`config.mk`:
```
export PLATFORM = sky130hd
export DESIGN_NAME = run_length_detector
export DESIGN_NICKNAME = d
export VERILOG_FILES = /design/src/rtl/run_length_detector.sv
export SDC_FILE = /design/constraint.sdc
export NUM_CORES = 1
export LEC_CHECK = 0
export ABC_AREA = 1
export CAP_MARGIN = 40
export CORE_AREA = 2 2 69 64
export DETAILED_ROUTE_END_ITERATION = 8
export DIE_AREA = 0 0 71 66
export HOLD_SLACK_MARGIN = 0.02
export PLACE_DENSITY = 0.78
export SYNTH_ARGS = -nofsm -noshare
export SYNTH_HDL_FRONTEND = slang
export SYNTH_SLANG_ARGS = --single-unit
```
`constraint.sdc`:
```
create_clock -name clk -period 3.77 [get_ports clk]
set_clock_uncertainty 0.15 [all_clocks]
set_input_delay 0.5655 -clock clk [delete_from_list [all_inputs] [get_ports clk]]
set_output_delay 0.5655 -clock clk [all_outputs]
set_load 0.1 [all_outputs]
```
`src/rtl/run_length_detector.sv`:
```
// Serial run-length detector.
// Tracks the current run of identical bits on a qualified serial stream and
// flags when a run of ONES_LEN ones or ZEROS_LEN zeros completes. A runtime
// mode mask gates the flags and the saturating hit counter without affecting
// run tracking. OVERLAP selects between flagging every sample past the target
// length (1) or once per complete block of target length (0).
module run_length_detector #(
    parameter int ONES_LEN  = 3,
    parameter int ZEROS_LEN = 3,
    parameter int CNT_W     = 8,
    parameter int HIT_W     = 16,
    parameter int OVERLAP   = 1
) (
    input  logic             clk,
    input  logic             reset,
    input  logic             en,
    input  logic             x,
    input  logic [1:0]       mode,
    input  logic             clr_hits,
    output logic             y_ones,
    output logic             y_zeros,
    output logic             y,
    output logic             run_bit,
    output logic [CNT_W-1:0] run_cnt,
    output logic [HIT_W-1:0] hit_cnt
);

    typedef enum logic [1:0] {
        S_IDLE  = 2'd0,
        S_ONES  = 2'd1,
        S_ZEROS = 2'd2
    } state_t;

    localparam logic [CNT_W-1:0] CNT_MAX   = '1;
    localparam logic [HIT_W-1:0] HIT_MAX   = '1;
    localparam logic [CNT_W-1:0] ONES_TGT  = CNT_W'(ONES_LEN);
    localparam logic [CNT_W-1:0] ZEROS_TGT = CNT_W'(ZEROS_LEN);
    localparam logic [CNT_W-1:0] CNT_ONE   = CNT_W'(1);

    state_t           state_reg, state_next;
    logic [CNT_W-1:0] run_cnt_reg, run_cnt_next;
    logic             run_bit_reg, run_bit_next;
    logic             y_ones_reg, y_ones_next;
    logic             y_zeros_reg, y_zeros_next;
    logic             y_reg, y_next;
    logic [HIT_W-1:0] hit_cnt_reg, hit_cnt_next;

    // Intermediate values for the sample being accepted this cycle.
    logic             same_run;
    logic [CNT_W-1:0] cnt_new;
    logic [CNT_W-1:0] target;
    logic             hit;

    // State and output registers; reset clears everything immediately.
    always_ff @(posedge clk or posedge reset) begin
        if (reset) begin
            state_reg   <= S_IDLE;
            run_cnt_reg <= '0;
            run_bit_reg <= 1'b0;
            y_ones_reg  <= 1'b0;
            y_zeros_reg <= 1'b0;
            y_reg       <= 1'b0;
            hit_cnt_reg <= '0;
        end else begin
            state_reg   <= state_next;
            run_cnt_reg <= run_cnt_next;
            run_bit_reg <= run_bit_next;
            y_ones_reg  <= y_ones_next;
            y_zeros_reg <= y_zeros_next;
            y_reg       <= y_next;
            hit_cnt_reg <= hit_cnt_next;
        end
    end

    // Next-state, run counting, hit detection and hit counter update.
    always_comb begin
        state_next   = state_reg;
        run_cnt_next = run_cnt_reg;
        run_bit_next = run_bit_reg;
        y_ones_next  = 1'b0;
        y_zeros_next = 1'b0;
        hit_cnt_next = hit_cnt_reg;
        same_run     = 1'b0;
        cnt_new      = '0;
        target       = '0;
        hit          = 1'b0;

        if (en) begin
            // A sample continues the run only if it matches the bit the
            // current state is tracking; IDLE never continues a run.
            same_run = (x && (state_reg == S_ONES)) || (!x && (state_reg == S_ZEROS));
            if (same_run) begin
                cnt_new = (run_cnt_reg == CNT_MAX) ? CNT_MAX : run_cnt_reg + CNT_ONE;
            end else begin
                cnt_new = CNT_ONE;
            end

            target = x ? ONES_TGT : ZEROS_TGT;
            if (OVERLAP != 0) begin
                hit = (cnt_new >= target);
            end else begin
                hit = (cnt_new == target);
            end

            state_next   = x ? S_ONES : S_ZEROS;
            run_bit_next = x;
            // Non-overlapping mode restarts the block count after each hit
            // while the state keeps following the bit value.
            run_cnt_next = (hit && (OVERLAP == 0)) ? '0 : cnt_new;

            y_ones_next  = hit && x && mode[0];
            y_zeros_next = hit && !x && mode[1];
        end

        y_next = y_ones_next | y_zeros_next;

        // Clear takes priority over a coincident hit.
        if (clr_hits) begin
            hit_cnt_next = '0;
        end else if (y_next && (hit_cnt_reg != HIT_MAX)) begin
            hit_cnt_next = hit_cnt_reg + HIT_W'(1);
        end
    end

    assign y_ones  = y_ones_reg;
    assign y_zeros = y_zeros_reg;
    assign y       = y_reg;
    assign run_bit = run_bit_reg;
    assign run_cnt = run_cnt_reg;
    assign hit_cnt = hit_cnt_reg;

endmodule
```
==> metrics.csv <==
metric,value,unit
antennaDiodeCount,0,
clk_pin_slew,0.06,ns
core-area,3990,sq um
cts_max_path_buffers,2,
clk_latency,0.28,ns
r2r-end,hit_cnt[12],
start_kind,input pin,
largest_reg_flops,16,
dpl_worst_slack,1.07,ns
wl_per_cell,13.5,um
seq_area_frac_synth,0.380,
ant_nets,0,
final_area,2790,sq um
cts_tree,yes,
ys_types,36,
arrival,2.43,ns
reg2reg_depth,10,
io_buffers,34,
syn_nets,259,
max_slew_margin,0.556,
status,completed,
cap_violations,0,
cts_hold_buf,0,
critPathRequiredTime,3.78,ns
htree_num_levels,2,
finalWirelength,4880,um
synthArstFlopShare,1.00,
crit_path_end_kind,flop,
root_buffer,clkbuf_8,
grt_pass1_wl,8430,um
routed_via_density,5.13,
slew_violations,0,
max_freq,0.414,GHz
rrSetupSlack,1.38,ns
r2r-start,run_cnt[1],
setup_slack,1.35,ns
tightest_slew,0.665,ns
cp_slowest_cell,clkdlybuf4s50_1,
p_per_area,287,nW/um^2
cts_resized,0,
final_layout_size_suffix_gt1_frac,0.226,
path_cells,clkdlybuf4s50_1 -> inv_2 -> nand3_1 -> nand2_4 -> nand2_1 -> nand2_1 -> nor2_1 -> nand3_2 -> o211ai_4 -> nand2_4 -> nand2_1 -> nand2_1,
initialDrtViolationCount,156,
hold_violations,0,
vias,1856,
cpPeakStageDelay,0.52,ns
worst_path_most_repeated_cell,nand2_1,
syn_area,1910,sq um
grt_max_degree,18,
fin_cells,362,
hp-class,reg -> reg,
tns,0,ns
rsz0062_at_grt,false,
route.detailed.drc,0,
clock-sinks,29,
holdWs,0.436,ns
gr-total-overflow,0,
p_total,0.799,mW
nNetsFinal,323,
synthCells,250,
drt_pass1_iterations,4,
fp-row-count,22,
hold_end,state_reg[1],
area_growth,46.0,%
die_area,4690,sq um
post-cts-setup-buffers,0,
grt_usage,0.231,
start_util,0.478,
ys.flop_type,dfrtp_1,
hold-path-cell-count,2,
p_leak,1.30,nW
final_cell_mix,"nand2_1 (54), clkdlybuf4s50_1 (34), nand3_1 (31), dfrtp_1 (29), buf_8 (28)",
antenna_found_initial,0,
period_share,0.641,
die_w,71,um
startpoint,x,
final_common_cell,nand2_1,
detailed_place_hpwl,3680,um
yosys_warnings,0,
dpl_cell_area,2700,sq um
worstHoldStart,state_reg[1],
first_global_vias,1853,
min_period,2.42,ns
die_y,66,um
critical_path_peak_fanout,17,
critical_path_class,in -> reg,
placed_cells,355,
cts_buffers,5,
irDropWorstVdd,0.167,mV
ios,35,
gp_congestion,0.815,
final_core_util,0.698,
avgSynthCellArea,7.63,sq um
setup_viol,0,
synth-edff-count,0,
ys_ff_latch,29,
-- synth_stat cells, types with 4 or more instances --
cell type	count	area, sq um
inv_2	4	15.0
nand2_4	4	45.0
nor2_1	24	90.1
o21ai_0	8	40.0
xor2_1	11	96.3
nand2_2	16	100
nand3_1	31	155
nand2_1	54	203
nor2_2	4	25.0
inv_1	24	90.1
nor3_1	7	35.0
dfrtp_1	29	726
nand4_1	5	31.3
-- worst max-delay path, delay by kind of cell --
kind | cells | cell delay (ns)
AND/OR/NAND/NOR | 9 | 1.06
AO/OA/AOI/OAI | 1 | 0.23
buffers and inverters | 2 | 0.57
-- power breakdown --
part           total, mW  switching [mW]  internal, mW
Clock              0.253           0.108         0.144
Combinational      0.208           0.136        0.0715
Sequential         0.338          0.0162         0.322
-- cell families after synthesis --
logic type,Yosys count,synth area share
AOI/OAI and AO/OA,17,0.0623
xor gates and xnor gates,12,0.0551
adders and majority gates,2,0.0131
buffers and inverters,36,0.0905
DFF,29,0.380
and+or+nand+nor,154,0.399
-- how the worst max path moves through the flow --
| stage | slack, ns | endpoint |
|---|---|---|
| floorplan | 1.05 | hit_cnt[5] |
| global placement | 1.14 | hit_cnt[12] |
| detailed placement | 1.07 | hit_cnt[12] |
| CTS | 1.37 | hit_cnt[12] |
| global route | 1.16 | hit_cnt[13] |
| finish | 1.35 | hit_cnt[12] |
-- final cells by class --
cell class / instances / area (sq um)
sequential: 29 / 726
timing repair buffer: 64 / 796
fill: 292 / 1200
inverter: 29 / 109
tap: 48 / 60.1
multi-input combinational: 185 / 1010
clock buffer: 7 / 86.3
-- routing by layer --
metal  GRT usage  up-vias  share of wire
met1       0.297      844           0.43
met5           0        -              0
met3      0.0518       10          0.057
li1            -      930              -
met2       0.375       72           0.49
met4       0.104        0          0.023
Power figures use the tool's default switching activity.
==> RTL change, RTL diff (same settings) <==
Change the parameter `CNT_W` from 8 to 9.
--- a/src/rtl/run_length_detector.sv
+++ b/src/rtl/run_length_detector.sv
@@ -9,3 +9,3 @@
     parameter int ZEROS_LEN = 3,
-    parameter int CNT_W     = 8,
+    parameter int CNT_W     = 9,
     parameter int HIT_W     = 16,
Interface: changed (resized run_cnt); port bits go from 35 to 36. The function was not compared with the original's and may differ.
==> RTL change against the original RTL <==
- sequential share of layout area increased by 1.1 points
- power decreased by 10%
- worst setup slack got worse by 0.29 ns
- sequential cell count increased by 1
- register-to-register slack got worse by 0.07 ns
- non-clock buffer count increased by 2
- utilization decreased by 0.50 points
- final cell count increased by 3.3%
- maximum frequency decreased by 11%
- area after synthesis decreased by 1.8%
- routed wire length decreased by 0.94%
- design area decreased by 0.72%
- critical path type unchanged
==> RTL change: results <==
{
  "grt_pass1_wl_mm": 8.16,
  "synthFlopType": "dfrtp_1",
  "startpoint": "en",
  "cts_buffer_depth": 2,
  "cts-resized-gates": 0,
  "power.leakage_nw": 1.27,
  "portBuffers": 35,
  "r2r_slack_ns": 1.31,
  "met1_length_mm": 2.14,
  "vias": 1982,
  "hpwl_mm": 3.58,
  "crit_fanout": 17,
  "synth-seq-area-share_pct": 40.1,
  "worstPathArrival_ns": 2.77,
  "ys_top_cells_by_area": "dfrtp_1, nand2_1, nand3_1",
  "fillers": 300,
  "grt_pass1_vias": 1836,
  "syn-num-nets": 269,
  "synth_cell_type_count": 29,
  "placed_area_um2": 2690,
  "drive_gt1_share_pct": 15.0,
  "status": "completed",
  "cts_setup_buffers": 0,
  "tightest_slew_ns": 0.695,
  "routed_wl_mm": 4.83,
  "reg2reg_from": "hit_cnt[0]",
  "drtPass1Iterations": 5,
  "ff2ff_path_depth": 11,
  "gp_congestion": 0.951,
  "dr_wl_met3_um": 323,
  "synthTopCellsByCount": "nand2_1, dfrtp_1, nor2_1",
  "cts_buffers": 5,
  "dr_wl_met2_mm": 2.24,
  "routed.top_layer": "met4",
  "nets": 335,
  "first_iter_violations": 229,
  "max-vdd-ir-drop_uv": 208,
  "grt_use_total_pct": 22.3,
  "grt_max_degree": 20,
  "r2r-end": "hit_cnt[5]"
}
RTL change: cell types whose count changed in the layout (fill, tap and decap cells not counted), moves of 2 or more:
cell / before / now
nand2_1: 54 / 85
nand2_2: 16 / 3
nor2_1: 24 / 30
o21ai_0: 8 / 13
xnor2_1: 1 / 6
xor2_1: 11 / 6
inv_2: 4 / 0
nand3_1: 31 / 27
nand2_4: 4 / 1
nor2_2: 4 / 1
nor3_1: 7 / 4
inv_1: 24 / 22
nand4_1: 5 / 3
RTL change: critical path, stage by stage:
cell and delay, ns:
clkdlybuf4s50_1 0.68, clkinv_1 0.33, or2_2 0.37, nor2_1 0.21, o211ai_4 0.24, nand2_4 0.23, nand2_1 0.09, nand2_1 0.06
RTL change: power breakdown:
part	internal, mW	switching, mW	total [mW]
logic	0.0467	0.0935	0.140
clock network	0.127	0.110	0.236
registers	0.329	0.00926	0.339
total	0.503	0.212	0.715
RTL change: layer usage:
| metal | up-vias | track usage, % |
|---|---|---|
| li1 | 960 | - |
| met1 | 908 | 30.0 |
| met2 | 101 | 34.6 |
| met3 | 13 | 4.42 |
| met4 | 0 | 10.8 |
| met5 | - | 0 |
RTL change: area by class of cell:
type / instances / share of cell area [%]
clock buffers: 7 / 2.76
repair buffers: 66 / 28.9
inverters: 24 / 3.26
well taps: 48 / 2.17
flip-flops and latches: 30 / 27.1
multi-input cells: 199 / 35.7
RTL change: cells by family after synthesis:
kind of cell	Yosys count	synth area share, %
and+or+nand+nor	166	39.5
buffers and inverters	31	7.21
DFF	30	40.1
AOI/OAI and AO/OA	19	6.34
xor gates and xnor gates	12	5.61
adders and majority gates	2	1.33
RTL change: worst min path at each step:
stage / slack [ns] / startpoint / to
floorplan: 0.32 / state_reg[1] / state_reg[1]
global placement: 0.35 / state_reg[1] / state_reg[1]
detailed placement: 0.36 / state_reg[1] / state_reg[1]
CTS: 0.37 / state_reg[1] / state_reg[1]
global route: 0.39 / state_reg[1] / state_reg[1]
finish: 0.38 / state_reg[1] / state_reg[1]
RTL change: stage by stage:
stage               hold slack, ns  utilization [%]  std cells  setup slack [ns]
floorplan                    0.322                -        260             0.894
global placement             0.349             56.5        338             0.889
detailed placement           0.363             67.4        367             0.838
CTS                          0.375             69.3        374              1.11
global route                 0.392             69.3        374             0.897
finish                       0.376             69.3        374              1.07
